==> src/rtl/mult4_pkg.sv <==
// Shared definitions for the shift-and-add multiplier: FSM encoding, default width
// and counter-width helper.
package mult4_pkg;

    typedef enum logic [1:0] {
        StIdle = 2'd0,
        StCalc = 2'd1,
        StDone = 2'd2
    } mult_state_e;

    localparam int unsigned DefaultN = 4;

    function automatic int unsigned cnt_width(input int unsigned n);
        return (n > 1) ? $clog2(n) : 1;
    endfunction

    localparam int unsigned DefaultCntW = cnt_width(DefaultN);

endpackage

==> src/rtl/add4.sv <==
// 4-bit ripple-carry adder; c3 is the carry out of the most significant bit.
module add4 (
    input  logic [3:0] a,
    input  logic [3:0] b,
    input  logic       ci,
    output logic [3:0] s,
    output logic       c3
);

    logic [4:0] c;

    always_comb begin
        c    = '0;
        s    = '0;
        c[0] = ci;
        for (int i = 0; i < 4; i++) begin
            s[i]   = a[i] ^ b[i] ^ c[i];
            c[i+1] = (a[i] & b[i]) | (a[i] & c[i]) | (b[i] & c[i]);
        end
        c3 = c[4];
    end

endmodule

==> src/rtl/mult4_seq.sv <==
// Sequential shift-and-add unsigned multiplier, N x N -> 2N, valid/ready on both sides.
// Optional macro MULT4_ZERO_SKIP_EN: zero operands bypass the iterations and finish at once.
module mult4_seq
    import mult4_pkg::*;
#(
    parameter int unsigned N = DefaultN
) (
    input  logic           clk,
    input  logic           rst_n,
    input  logic           in_valid,
    output logic           in_ready,
    input  logic [N-1:0]   a_in,
    input  logic [N-1:0]   b_in,
    output logic           out_valid,
    input  logic           out_ready,
    output logic [2*N-1:0] product
);

    localparam int unsigned CntW = cnt_width(N);

    mult_state_e     state_q, state_d;
    logic [N-1:0]    acc_q, acc_d;
    logic [N-1:0]    q_q, q_d;
    logic [N-1:0]    m_q, m_d;
    logic [CntW-1:0] cnt_q, cnt_d;

    logic [N-1:0]    addend;
    logic [N-1:0]    sum;
    logic            carry;

    assign addend = q_q[0] ? m_q : '0;

    generate
        if (N == 4) begin : g_add4
            add4 u_add4 (
                .a  (acc_q),
                .b  (addend),
                .ci (1'b0),
                .s  (sum),
                .c3 (carry)
            );
        end else begin : g_add_beh
            assign {carry, sum} = {1'b0, acc_q} + {1'b0, addend};
        end
    endgenerate

    always_ff @(posedge clk) begin
        if (!rst_n) begin
            state_q <= StIdle;
            acc_q   <= '0;
            q_q     <= '0;
            m_q     <= '0;
            cnt_q   <= '0;
        end else begin
            state_q <= state_d;
            acc_q   <= acc_d;
            q_q     <= q_d;
            m_q     <= m_d;
            cnt_q   <= cnt_d;
        end
    end

    always_comb begin
        state_d   = state_q;
        acc_d     = acc_q;
        q_d       = q_q;
        m_d       = m_q;
        cnt_d     = cnt_q;
        in_ready  = 1'b0;
        out_valid = 1'b0;
        product   = '0;
        unique case (state_q)
            StIdle: begin
                in_ready = 1'b1;
                if (in_valid) begin
                    m_d     = a_in;
                    q_d     = b_in;
                    acc_d   = '0;
                    cnt_d   = '0;
                    state_d = StCalc;
`ifdef MULT4_ZERO_SKIP_EN
                    if (a_in == '0 || b_in == '0) begin
                        q_d     = '0;
                        state_d = StDone;
                    end
`endif
                end
            end
            StCalc: begin
                // Keep the adder carry: shift {carry,sum,Q} right by one into {acc,Q}.
                acc_d = {carry, sum[N-1:1]};
                q_d   = {sum[0], q_q[N-1:1]};
                cnt_d = cnt_q + CntW'(1);
                if (cnt_q == CntW'(N - 1)) begin
                    state_d = StDone;
                end
            end
            StDone: begin
                out_valid = 1'b1;
                product   = {acc_q, q_q};
                if (out_ready) begin
                    state_d = StIdle;
                end
            end
            default: state_d = StIdle;
        endcase
    end

endmodule
==> config.mk <==
export PLATFORM = sky130hd
export DESIGN_NAME = mult4_seq
export DESIGN_NICKNAME = d
export VERILOG_FILES = /design/src/rtl/mult4_pkg.sv /design/src/rtl/add4.sv /design/src/rtl/mult4_seq.sv
export SDC_FILE = /design/constraint.sdc
export NUM_CORES = 1
export LEC_CHECK = 0
export CAP_MARGIN = 30
export CORE_MARGIN = 2
export CORE_UTILIZATION = 51
export CTS_CLUSTER_SIZE = 30
export DETAILED_ROUTE_END_ITERATION = 7
export PLACE_DENSITY = 0.9
export SKIP_CTS_REPAIR_TIMING = 1
export SYNTH_ARGS = -nofsm -noshare
export SYNTH_HDL_FRONTEND = slang
export SYNTH_SLANG_ARGS = --single-unit
export TNS_END_PERCENT = 20
==> constraint.sdc <==
create_clock -name clk -period 3.79 [get_ports clk]
set_input_delay 0.5685 -clock clk [delete_from_list [all_inputs] [get_ports clk]]
set_output_delay 0.5685 -clock clk [all_outputs]
set_load 0.05 [all_outputs]
### Yosys cells after proc, flatten, opt, wreduce, memory -nomap -nowiden

Index checks and enable logic that the tools add are counted.

| cells by class | value |
|---|---|
| add/subtract/negate cells | 1 |
| equal/unequal tests | 6 |
| muxes and demuxes | 14 |
| bitwise operators | 23 |
| reduce and logical (&&, ||, !) cells | 5 |

Operators by type and width:

| kind | number |
|---|---|
| case mux 4 bit (2 select lines) | 2 |
| two-way mux 4 bit | 3 |
| AND 1 bit | 10 |
| two-way mux 2 bit | 4 |
| two-way mux 8 bit | 1 |
| XOR 1 bit | 7 |
| inequality test 2 bit, second input constant | 3 |
| OR 1 bit | 6 |
| case mux 2 bit (3 select lines) | 1 |
| equality test 2 bit, second input constant | 2 |
| case mux 2 bit (2 select lines) | 1 |
| AND reduction 2 bit | 2 |
| AND reduction 3 bit | 1 |
| adder 2 x 1 -> 2 bit, second input constant | 1 |
| equality test 2 x 1 -> 1 bit, second input constant | 1 |
| logical NOT 2 bit | 1 |
| two-way mux 1 bit | 2 |
| nonzero test 2 bit | 1 |

| storage, ports and cells | value |
|---|---|
| register bits | 16 |
| bits of input ports | 12 |
| output and inout port bits | 10 |

### Depth between registers and ports, before layout

| logic depth | value |
|---|---|
| word-level depth | 12 |
| depth in mapped cells | 10 |
| mapped depth without buffers | 10 |

### Modules after synthesis

Synthesis repeated with hierarchy kept, for this count alone.

| second synthesis, totals | value |
|---|---|
| cell total of the unflattened synthesis | 103 |
| area total of the unflattened synthesis | 924.6 um^2 |

By module, submodules not included:

| module | instances | cells an instance | area an instance (um^2) | sequential area each (um^2) |
|---|---|---|---|---|
| mult4_seq | 1 | 89 | 807.0 | 320.3 |
| add4 | 1 | 14 | 117.6 | 0.0 |

### Worst setup path before layout

Ideal clock, no wire load.

| timing path | value |
|---|---|
| path type | reg2reg |
| start point | reg q_q[0] |
| end point | reg acc_q[2] |
| setup time | 0.121 ns |
| data arrival time | 1.855 ns |
| data required time | 3.669 ns |
| slack | 1.814 ns |
| stages on the path, launching flop included | 11 |
| buffers on the path | 0 |
| clock period less this slack | 1.976 ns |
| path through | dfxtp_1 > and2_1 > ha_1 > inv_1 > fa_1 > inv_1 > fa_1 > inv_1 > fa_1 > nand3b_1 > o21ai_0 |

| on the way | value |
|---|---|
| longest elaborated chain between the ends | 10 |
| elaborated cells on any way between the ends | 15 |

Ends and longest elaborated chain:

| element | line | source |
|---|---|---|
| start, declared | mult4_seq.sv:23 | `logic [N-1:0] q_q, q_d;` |
| start signal, assigned | mult4_seq.sv:57 | `q_q <= q_d;` |
| two-way mux 4 bit (*) | mult4_seq.sv:31 | `assign addend = q_q[0] ? m_q : '0;` |
| AND 1 bit (2 in a row) | add4.sv:18 | `c[i+1] = (a[i] & b[i]) \| (a[i] & c[i]) \| (b[i] & c[i]);` |
| OR 1 bit (2 in a row) | add4.sv:18 |  |
| AND 1 bit | add4.sv:18 |  |
| OR 1 bit (2 in a row) | add4.sv:18 |  |
| XOR 1 bit (*) | add4.sv:17 | `s[i] = a[i] ^ b[i] ^ c[i];` |
| case mux 4 bit (2 select lines) (*) | mult4_seq.sv:72 | `unique case (state_q)` |
| end signal, assigned | mult4_seq.sv:50 | `acc_q <= '0;` |
| end signal, assigned | mult4_seq.sv:56 | `acc_q <= acc_d;` |
| end, declared | mult4_seq.sv:22 | `logic [N-1:0] acc_q, acc_d;` |

Mark *: on every way between the ends. The rest lies on a longest branch, timed or not.
A chain may end at the register's enable or synchronous reset.

### Worst setup path in the final report

| timing path | value |
|---|---|
| start point | reg state_q[0] |
| end point | out product[7] |

| on the way | value |
|---|---|
| longest elaborated chain between the ends | 2 |

Ends and longest elaborated chain:

| element | line | source |
|---|---|---|
| start, declared | mult4_seq.sv:21 | `mult_state_e state_q, state_d;` |
| start signal, assigned | mult4_seq.sv:49 | `state_q <= StIdle;` |
| start signal, assigned | mult4_seq.sv:55 | `state_q <= state_d;` |
| equality test 2 bit | mult4_seq.sv:72 |  |
| two-way mux 8 bit | mult4_seq.sv:72 |  |
| end, declared | mult4_seq.sv:16 | `output logic [2*N-1:0] product` |

Every way passes these cells.

==> run metrics <==
outcome finished clean; Min-Delay Path Class flop to flop; Port-buffer cells 21; clock latency on the worst-skew pair roughly 0.29 ns; number of global-route vias before repair roughly 700; TritonCTS Sinks 16; Final Wtd Congestion about 0.75; CTS buffer count 3; CP Class flop to output port; first-pass GRT wire length between 3 and 4 mm; LEAKAGE between 0.0004 and 0.0005 µW; pwr dens 319.5 nW/µm²; Final Cycle Share 76.21%; Routed Antenna Nets 0; post-synth net total ~120; FILL cells 125; area of the multi-input gates 480.5 µm²; YS warnings 0; Crit Reg-Reg Endpoint acc_q[2]$_SDFFE_PN0P_; RSZ-0062 raised after global routing no; total iterations of the first detailed-routing run 2; sequential element share of the synthesized area around 37%; FF-to-FF setup slack ~1.6 ns; Startpoint Class flop; TNS Setup 0 ns; share of layout cells above drive strength 1 under 10%; Post-Syn Instances 98; die area between 2000 and 2500 µm²; CTS tree yes; FMAX about 0.35 GHz; Synth area leader dfxtp_1; WL per Instance between 10 and 15 µm; Core Area 1559 µm²; Yosys top cell area share a little over a third; Synth Area per Inst a little under 9 µm²; Slew @ Worst Pin 0.8657 ns; Crit Path Max Fanout 10; die width about 45 µm; die height approximately 45 µm; Crit Reg-Reg Startpoint q_q[0]$_SDFFE_PN0P_; fin. max-slew vios 0; FP Rows 14; Syn Std Cell Area roughly 880 µm²; synth unique cells 23; count of final setup violators 0; Hold EP cnt_q[1]$_SDFFE_PN0P_; Reg2Reg Depth 10; grt total ovfl 0; remaining routing DRC violations 0; root buf cell clkbuf_4; Final Hold Viols 0; WP data arrival ~2.3 ns; initial antenna violation count 0; clk_skew between 0.003 and 0.004 ns; Worst slew margin 42.11%; total track usage a little over a fifth; largest net degree at the start of global routing 27; maximum clock insertion buffer count 2; Avg Vias per Cell 5.409; drt total wl approximately 1.8 mm; Final nets around 130; register area 320.3 µm²; Cells on Worst Hold Path 2; Ports 22; Diodes inserted 0; Worst-path clk slew 0.10 ns; Pwr Total approximately 350 µW; Tmin final 2.888 ns; Worst EP required roughly 3.2 ns; P&R area growth vs syn 24.86%; max-cap violations 0; dpl hpwl ~1.3 mm; Max IR drop VDD approximately 0.00025 V; Via Count 714; initial core utilization between 50% and 60%; Iteration-0 DRC Markers 5; synth top area cells dfxtp_1 (37%), and2_1 (7.1%), fa_1 (6.9%); Crit. End Element output port; startpoint of the worst hold path cnt_q[1]$_SDFFE_PN0P_; H-tree Lvls 1; FF+latch count, synth 16
-- sequential cells by signal (all words and copies together), names as in the netlist --
signal	count
cnt_q	2
acc_q	4
q_q	4
state_q	2
m_q	4
-- report_power, final --
group          internal (µW)  switching [µW]  leakage (µW)  total [µW]
combinational           24.8            21.9      0.000292        46.8
clock                   58.6            58.5     0.0000210         117
sequential               177            8.79      0.000131         185
total                    260            89.3      0.000444         349
-- worst max-delay path, cell delays in order (launching register included) --
cell and delay, ns:
dfxtp_1 0.48, nor2b_1 0.53, and2_1 0.21, clkdlybuf4s50_1 0.80
-- cells in the mapped netlist --
cell and instances:
nor3b_4 1, buf_2 2, and2_1 10, nand2_1 16, buf_4 1, a22oi_1 1
nor2_1 1, o21ba_4 1, o211a_1 4, o21ai_0 8, nor2b_1 3, dfxtp_1 16
nor3b_1 1, nand3b_1 4, nand3_1 6, ha_1 2, mux2i_1 5, o21ai_1 2
clkbuf_2 1, fa_1 3, inv_1 7, clkbuf_1 1, buf_6 2
-- cell type report --
type / instances / share of cell area, %
Clock buffer: 4 / 3.318
Multi-Input combinational cell: 68 / 43.94
Tap cell: 16 / 1.831
Inverter: 7 / 2.403
Timing Repair Buffer: 21 / 19.22
Sequential cell: 16 / 29.29
-- routing by layer --
metal,vias to the layer above,share of wire [%],GRT usage [%]
met2,13,51,36.06
met4,0,1.6,11.18
met1,336,44,24.69
met3,2,3.7,7.937
li1,363,-,-
met5,-,0,0
-- cell families after synthesis --
group	count (synthesis)	synth area share [%]
flops	16	36.57
fa+ha+maj	5	9.714
simple gates	42	26.43
buf+inv	14	8.571
compound gates	16	13.00
mux	5	5.715
-- cells in the final DEF, fill, tap and decap left out, drive strengths merged --
master / n
a22oi: 1
and2: 10
clkbuf: 4
clkdlybuf4s50: 21
dfxtp: 16
fa: 3
ha: 2
inv: 7
mux2i: 5
nand2: 16
nand3: 6
nand3b: 4
nor2: 1
nor2b: 3
nor3b: 2
o211a: 4
o21ai: 10
o21ba: 1
-- how the worst max path moves through the flow --
stage	startpoint	to	slack, ns
final	state_q[0]$_SDFFE_PN0P_	product[7]	0.90
after global routing	state_q[0]$_SDFFE_PN0P_	product[4]	0.78
after CTS	state_q[0]$_SDFFE_PN0P_	product[0]	0.91
after detailed placement	state_q[0]$_SDFFE_PN0P_	product[0]	1.24
after global placement	state_q[0]$_SDFFE_PN0P_	product[7]	1.27
after floorplan	q_q[0]$_SDFFE_PN0P_	acc_q[2]$_SDFFE_PN0P_	1.81
-- metrics by stage --
step | std cells | worst slack (ns) | util (%) | cell area [µm²] | hold WS (ns)
detailed placement | 128 | 1.238 | 67.82 | 1057 | 0.4524
finish | 132 | 0.9017 | 70.14 | 1094 | 0.4627
global placement | 128 | 1.269 | 67.82 | 1057 | 0.4395
CTS | 132 | 0.9099 | 70.14 | 1094 | 0.4661
floorplan | 98 | 1.814 | - | 875.8 | 0.4314
global route | 132 | 0.7811 | 70.14 | 1094 | 0.4869
Note: power is estimated with default switching activity, not from simulation.
